==> src/rtl/multiword_adder_seq_pkg.sv <==
// Shared definitions for the sequential multiword adder.
//   state_t            : controller states (IDLE, ADD, DONE)
//   DEF_SLICE_W        : default width of one adder slice
//   DEF_NUM_SLICES     : default number of slices per operand
package multiword_adder_seq_pkg;

    typedef enum logic [1:0] {
        IDLE = 2'd0,
        ADD  = 2'd1,
        DONE = 2'd2
    } state_t;

    localparam int unsigned DEF_SLICE_W    = 3;
    localparam int unsigned DEF_NUM_SLICES = 4;

endpackage

==> src/rtl/ripple_carry_adder_beh.sv <==
// Combinational SLICE_W-bit adder, behavioural form.
//   A, B  : SLICE_W-bit addends
//   CIN   : carry in
//   SUM   : SLICE_W-bit sum
//   COUT  : carry out of the slice
module ripple_carry_adder_beh #(
    parameter int unsigned SLICE_W = 3
) (
    input  logic [SLICE_W-1:0] A,
    input  logic [SLICE_W-1:0] B,
    input  logic               CIN,
    output logic [SLICE_W-1:0] SUM,
    output logic               COUT
);

    always_comb begin
        {COUT, SUM} = {1'b0, A} + {1'b0, B} + {{SLICE_W{1'b0}}, CIN};
    end

endmodule

==> src/rtl/multiword_adder_seq.sv <==
// Sequential multiword adder: adds two WORD_W operands one SLICE_W slice per
// cycle through a single shared slice adder, least-significant slice first.
//   CLK, RST             : clock, synchronous active-high reset
//   IN_VALID / IN_READY  : operand handshake (ready only in IDLE)
//   A, B, CIN            : operands and carry in, latched on acceptance
//   OUT_VALID / OUT_READY: result handshake; result held in DONE until taken
//   SUM, COUT            : registered result
//   BUSY                 : high while an operation is in ADD or DONE
module multiword_adder_seq
    import multiword_adder_seq_pkg::*;
#(
    parameter int unsigned SLICE_W    = DEF_SLICE_W,
    parameter int unsigned NUM_SLICES = DEF_NUM_SLICES,
    parameter int unsigned WORD_W     = SLICE_W * NUM_SLICES
) (
    input  logic              CLK,
    input  logic              RST,
    input  logic              IN_VALID,
    output logic              IN_READY,
    input  logic [WORD_W-1:0] A,
    input  logic [WORD_W-1:0] B,
    input  logic              CIN,
    output logic              OUT_VALID,
    input  logic              OUT_READY,
    output logic [WORD_W-1:0] SUM,
    output logic              COUT,
    output logic              BUSY
);

    localparam int unsigned IDX_W = (NUM_SLICES > 1) ? $clog2(NUM_SLICES) : 1;
    localparam logic [IDX_W-1:0] LAST_IDX = IDX_W'(NUM_SLICES - 1);

    state_t             state_q;
    logic [IDX_W-1:0]   idx_q;
    logic               carry_q;
    logic [WORD_W-1:0]  a_q;
    logic [WORD_W-1:0]  b_q;
    logic [WORD_W-1:0]  sum_q;
    logic               cout_q;
    logic               out_valid_q;

    logic [SLICE_W-1:0] slice_sum;
    logic               slice_cout;

    // Single shared slice adder, steered by the current slice index.
    ripple_carry_adder_beh #(
        .SLICE_W (SLICE_W)
    ) u_slice_adder (
        .A    (a_q[idx_q*SLICE_W +: SLICE_W]),
        .B    (b_q[idx_q*SLICE_W +: SLICE_W]),
        .CIN  (carry_q),
        .SUM  (slice_sum),
        .COUT (slice_cout)
    );

    always_ff @(posedge CLK) begin
        if (RST) begin
            state_q     <= IDLE;
            idx_q       <= '0;
            carry_q     <= 1'b0;
            a_q         <= '0;
            b_q         <= '0;
            sum_q       <= '0;
            cout_q      <= 1'b0;
            out_valid_q <= 1'b0;
        end else begin
            case (state_q)
                IDLE: begin
                    if (IN_VALID) begin
                        a_q     <= A;
                        b_q     <= B;
                        carry_q <= CIN;
                        idx_q   <= '0;
                        // Clear so unwritten slices read as zero during ADD.
                        sum_q   <= '0;
                        cout_q  <= 1'b0;
                        state_q <= ADD;
                    end
                end
                ADD: begin
                    sum_q[idx_q*SLICE_W +: SLICE_W] <= slice_sum;
                    carry_q <= slice_cout;
                    if (idx_q == LAST_IDX) begin
                        idx_q       <= '0;
                        cout_q      <= slice_cout;
                        out_valid_q <= 1'b1;
                        state_q     <= DONE;
                    end else begin
                        idx_q <= idx_q + IDX_W'(1);
                    end
                end
                DONE: begin
                    if (OUT_READY) begin
                        out_valid_q <= 1'b0;
                        state_q     <= IDLE;
                    end
                end
                default: begin
                    state_q <= IDLE;
                end
            endcase
        end
    end

    assign IN_READY  = (state_q == IDLE);
    assign BUSY      = (state_q != IDLE);
    assign OUT_VALID = out_valid_q;
    assign SUM       = sum_q;
    assign COUT      = cout_q;

endmodule

==> config.mk <==
export PLATFORM = sky130hd
export DESIGN_NAME = multiword_adder_seq
export DESIGN_NICKNAME = d
export VERILOG_FILES = /design/src/rtl/multiword_adder_seq_pkg.sv /design/src/rtl/ripple_carry_adder_beh.sv /design/src/rtl/multiword_adder_seq.sv
export SDC_FILE = /design/constraint.sdc
export NUM_CORES = 1
export LEC_CHECK = 0
export CAP_MARGIN = 0
export CORE_AREA = 8 8 76 78
export CTS_BUF_LIST = sky130_fd_sc_hd__clkbuf_16
export DETAILED_ROUTE_END_ITERATION = 16
export DIE_AREA = 0 0 84 86
export PLACE_DENSITY = 0.71
export SYNTH_ARGS = -nofsm -noshare
export SYNTH_HDL_FRONTEND = slang
export SYNTH_SLANG_ARGS = --single-unit
==> constraint.sdc <==
create_clock -name CLK -period 3.35 [get_ports CLK]
set_clock_uncertainty 0.2 [all_clocks]
set_input_delay 0.5025 -clock CLK [delete_from_list [all_inputs] [get_ports CLK]]
set_output_delay 0.5025 -clock CLK [all_outputs]
set_load 0.01 [all_outputs]
After elaboration in Yosys (flattened, before gate mapping)
Cells that the tools add are included.
{"block": "totals", "ff_bits": 43, "output_inout_bits": 16, "wordCells": 50}
{"block": "op_classes", "addsub": 4, "mul": 1, "eq_ne": 6, "shift": 4, "n_mux": 18, "reduce_logical": 9}
{"cell": "negator 4 -> 34 bit", "count": 1}
{"cell": "variable shift 3 x 34 -> 12 bit, first input constant", "count": 1}
{"cell": "variable part select 3 x 34 -> 12 bit", "count": 1}
{"cell": "one-hot mux 12 bit (2 select lines)", "count": 1}
{"cell": "variable part select 12 x 5 -> 3 bit", "count": 2}
{"cell": "bitwise mux 12 bit", "count": 1}
{"cell": "2-to-1 mux 12 bit", "count": 1}
{"cell": "2-to-1 mux 2 bit", "count": 5}
{"cell": "AND reduction 3 bit", "count": 3}
{"cell": "inequality test 2 bit, second input constant", "count": 3}
{"cell": "one-hot mux 1 bit (2 select lines)", "count": 3}
{"cell": "one-hot mux 2 bit (3 select lines)", "count": 1}
{"cell": "nonzero test 2 bit", "count": 3}
{"cell": "2-to-1 mux 1 bit", "count": 5}
{"cell": "adder 3 x 3 -> 4 bit", "count": 1}
{"cell": "adder 4 x 1 -> 4 bit", "count": 1}
{"cell": "== test 2 bit, second input constant", "count": 2}
{"cell": "multiplier 2 x 2 -> 4 bit, second input constant", "count": 1}
{"cell": "one-hot mux 2 bit (2 select lines)", "count": 1}
{"cell": "AND reduction 2 bit", "count": 2}
{"cell": "adder 2 x 1 -> 2 bit, second input constant", "count": 1}
{"cell": "== test 2 x 1 -> 1 bit, second input constant", "count": 1}
{"cell": "logical NOT 2 bit", "count": 1}

Longest topological paths before layout
{"block": "depth", "word_depth": 7, "mapped_depth": 8, "depth_no_buf": 7}

Cells and area by module
A second synthesis with hierarchy kept.
{"block": "unflattened", "cells_unflattened": 225, "area_unflattened_um2": 2058.2}
{"module": "multiword_adder_seq", "instances": 1, "cells_each": 210, "area_per_inst_um2": 1944.4, "seq_area_each_um2": 860.8}
{"module": "ripple_carry_adder_beh", "instances": 1, "cells_each": 15, "area_per_inst_um2": 113.9, "seq_area_each_um2": 0.0}

Worst setup path before layout
Ideal clock, no wire load.
{"block": "synth_timing", "path_type": "flip-flop to flip-flop", "from": "reg idx_q[0]", "to": "reg sum_q[1], in the netlist SUM[1]", "setup_ps": 59, "arrival_time_ps": 2408, "required_time_ps": 3091, "path_slack_ps": 683, "stages_incl_launch_ff": 8, "period_less_slack_ps": 2667, "cell_sequence": "dfxtp_1 -> buf_2 -> mux4_2 -> fa_1 -> inv_1 -> fa_1 -> nor2_1 -> a22o_1"}
{"block": "synth_via", "elab_chain_len": 7}
{"element": "start, declared", "line": "multiword_adder_seq.sv:34", "source": "logic [IDX_W-1:0] idx_q;"}
{"element": "start signal, assigned", "line": "multiword_adder_seq.sv:89", "source": "idx_q <= idx_q + IDX_W'(1);"}
{"element": "multiplier 2 x 2 -> 4 bit *", "line": "multiword_adder_seq.sv:49, multiword_adder_seq.sv:50, multiword_adder_seq.sv:81"}
{"element": "variable part select 12 x 5 -> 3 bit, on equally long branches", "line": "multiword_adder_seq.sv:49, multiword_adder_seq.sv:50"}
{"element": "adder 3 x 3 -> 4 bit", "line": "ripple_carry_adder_beh.sv:17", "source": "{COUT, SUM} = {1'b0, A} + {1'b0, B} + {{SLICE_W{1'b0}}, CIN};"}
{"element": "adder 4 x 1 -> 4 bit", "line": "ripple_carry_adder_beh.sv:17"}
{"element": "variable part select 3 x 34 -> 12 bit", "line": "multiword_adder_seq.sv:81", "source": "sum_q[idx_q*SLICE_W +: SLICE_W] <= slice_sum;"}
{"element": "bitwise mux 12 bit *", "line": "multiword_adder_seq.sv:81"}
{"element": "one-hot mux 12 bit (2 select lines) *", "line": "multiword_adder_seq.sv:67", "source": "case (state_q)"}
{"element": "end signal, assigned by index", "line": "multiword_adder_seq.sv:81"}
{"element": "end, declared", "line": "multiword_adder_seq.sv:38", "source": "logic [WORD_W-1:0] sum_q;"}
Every way passes the cells marked *; elsewhere a longest branch is shown, timed or not.
A chain may end at the register's enable or synchronous reset.

Final worst setup path
Same ends and word-level chain as after synthesis.

==> metrics.cfg <==
[floorplanning]
die_w_um = 84
rows = 25
start_util_pct = 43.1
die_h_um = 86
core-area_um2 = 4600
die_area_um2 = 7220
pin_count = 45

[timing]
tightest_slew_ns = 0.860
setup_tns_ns = 0
fmax_mhz = 380
slew_violations = 0
fin_crit_sh_pct = 78.5
rsz0062_at_grt = false
hold_viol = 0
fin_crit_ns = 2.63
setup_viol = 0
relSlewSlack_pct = 42.7

[layout]
final_area_um2 = 2590
stdcell_count = 304
regArea_um2 = 861
final_net_count = 287
area_delta_synth_final_pct = 31.0
num_antenna_cells = 0
multi_input_area_um2 = 1010
drive_above_1_share_pct = 9.60
fillers = 438

[global_route]
grt_overflow = 0
grt_pass1_wl_mm = 7.70
grt_max_degree = 28
antenna_found_initial = 0
grt_use_total_pct = 13.1
grt_pass1_vias = 1628

[flow_run]
maxCapViolations = 0

[detailed_routing]
drtIter0Drc = 97
ant_nets = 0
drcViolationCount = 0
num_vias = 1593
routed_via_density = 5.24
drt-total-wl_mm = 4.48
wl_per_cell_um = 14.7
detail_route.first_pass.iterations = 4

[clock_network]
postCtsSetupBuffers = 0
ctsHoldBuffers = 0
cts-buffers-inserted = 5
clkSinkCount = 43
root_buffer = clkbuf_16
clock_latency_ns = 0.28
ctsLongestPathBuffers = 2
cts_tree = built
cts_resized = 0
clkTransAtPathRegs_ns = 0.06
h-tree-depth = 2

[place]
hpwl_mm = 3.25
io_buffers = 44
dp.cells = 297
placed_area_um2 = 2440
gp_congestion = 0.837

[worst_setup_path]
arrival_ns = 2.66
cp-start-kind = register
rrSetupSlack_ns = 0.72
path_cells = mux4_2 > fa_1 > inv_1 > fa_1 > nor2_1 > a22o_1
crit_end = SUM[1]$_SDFFE_PP0P_
worst_r2r_endpoint = SUM[1]$_SDFFE_PP0P_
crit_fanout = 5
startpoint = idx_q[0]$_SDFFE_PP0P_
r2r-start = idx_q[0]$_SDFFE_PP0P_
r2r_cells = 6
crit_slowest_cell = mux4_2
worst_setup_path_end_kind = register
path_common_cell = fa_1
crit_type = reg -> reg
cpPeakStageDelay_ns = 0.56
critPathRequiredTime_ns = 3.38

[yosys]
synth_ff_type = dfxtp_1
ys_warn_count = 0
async_flop_share_pct = 0
ys_seq_area_share_pct = 43.5
syn_area_um2 = 1980
syn_nets = 245
synth.avg_cell_area_um2 = 9.52
ys_seq_elements = 43
synth_edf_count = 0
syn_inst = 208
ys_types = 37

[pwr]
total_power_w = 0.00125
leakagePower_nw = 0.983
irDropWorstVdd_mv = 0.253
p_per_area_nw_per_um2 = 482

[run_status]
status = finished clean

[hold_path]
hp-class = reg -> reg

routing by layer:
layer / part of all wire (%) / wire length [µm] / up-vias / track usage [%]
li1: - / - / 801 / -
met1: 44 / 1970 / 744 / 15.5
met2: 49 / 2200 / 40 / 20.9
met3: 4.9 / 221 / 8 / 3.98
met4: 1.9 / 85 / 0 / 7.06
met5: 0 / 0 / - / 0
flip-flops by register name, indices dropped and copies added, names as in the netlist:
signal     count
SUM           12
a_q           12
b_q           12
idx_q          2
state_q        2
COUT           1
OUT_VALID      1
carry_q        1
report_power, final:
group	leakage [nW]	switching, W	internal [W]
Clock	0.0811	0.000182	0.000344
Sequential	0.351	0.0000150	0.000535
Combinational	0.551	0.0000844	0.0000913
Total	0.983	0.000281	0.000970
critical path, delay by kind of cell (launching register included):
| family | cells | cell delay, ns |
|---|---|---|
| adders and majority gates | 2 | 0.82 |
| muxes | 1 | 0.56 |
| DFF | 1 | 0.48 |
| and+or+nand+nor | 1 | 0.23 |
| AOI/OAI and AO/OA | 1 | 0.20 |
| buffers and inverters | 1 | 0.08 |
cell usage after synthesis, types with 2 or more instances:
| cell type | instances | area (µm²) |
|---|---|---|
| and3_1 | 2 | 12.5 |
| buf_2 | 3 | 15.0 |
| nand2_1 | 51 | 191 |
| nor2_1 | 6 | 22.5 |
| dfxtp_1 | 43 | 861 |
| a21oi_1 | 29 | 145 |
| mux2_1 | 2 | 22.5 |
| buf_6 | 3 | 33.8 |
| fa_1 | 2 | 40.0 |
| nor2b_1 | 3 | 18.8 |
| mux4_2 | 6 | 135 |
| mux2_4 | 2 | 30.0 |
| buf_4 | 2 | 15.0 |
| nand2b_1 | 2 | 12.5 |
| nor4b_2 | 2 | 30.0 |
| ha_1 | 6 | 75.1 |
| inv_1 | 7 | 26.3 |
| a22o_1 | 12 | 105 |
| clkbuf_1 | 5 | 18.8 |
| a21oi_2 | 3 | 26.3 |
worst min path at each step:
stage                         start                   end  cells past startpoint
2_1_floorplan   a_q[6]$_SDFFE_PP0P_   a_q[6]$_SDFFE_PP0P_                      2
3_3_place_gp    b_q[1]$_SDFFE_PP0P_   b_q[1]$_SDFFE_PP0P_                      2
3_5_place_dp    b_q[7]$_SDFFE_PP0P_   b_q[7]$_SDFFE_PP0P_                      2
4_1_cts         b_q[7]$_SDFFE_PP0P_   b_q[7]$_SDFFE_PP0P_                      2
5_1_grt        b_q[11]$_SDFFE_PP0P_  b_q[11]$_SDFFE_PP0P_                      2
6_report        a_q[9]$_SDFFE_PP0P_   a_q[9]$_SDFFE_PP0P_                      2
cells by family (layout without fill, tap and decap cells):
| family | Yosys count | count (layout) | synth area share (%) |
|---|---|---|---|
| mux | 10 | 10 | 9.48 |
| fa+ha+maj | 8 | 8 | 5.81 |
| flops | 43 | 43 | 43.5 |
| compound gates | 51 | 51 | 16.7 |
| xor+xnor | 1 | 1 | 0.442 |
| buf+inv | 20 | 62 | 5.50 |
| simple gates | 75 | 75 | 18.6 |
through the flow:
step / util (%) / hold slack [ns] / setup WS (ns)
floorplan: - / 0.233 / 0.683
global placement: 53.0 / 0.242 / 0.769
global route: 56.4 / 0.275 / 0.541
CTS: 56.4 / 0.255 / 0.706
finish: 56.4 / 0.253 / 0.721
detailed placement: 53.0 / 0.247 / 0.709
final cells by class:
cell class / instances / area share, %
clock inverter: 2 / 1.30
tap: 54 / 2.60
multi-input combinational: 145 / 39.0
timing repair buffer: 48 / 18.1
sequential: 43 / 33.2
clock buffer: 5 / 4.82
inverter: 7 / 1.01
cells in the final DEF, fill, tap and decap left out, types with 3 or more instances in the layout:
master	count
clkbuf_16	5
a21oi_1	29
clkdlybuf4s50_1	44
ha_1	6
nand2_1	51
buf_4	4
inv_1	8
a21oi_2	3
dfxtp_1	43
nor2_1	6
nor2b_1	3
a22o_1	12
mux4_2	6
Power figures use the tool's default switching activity.
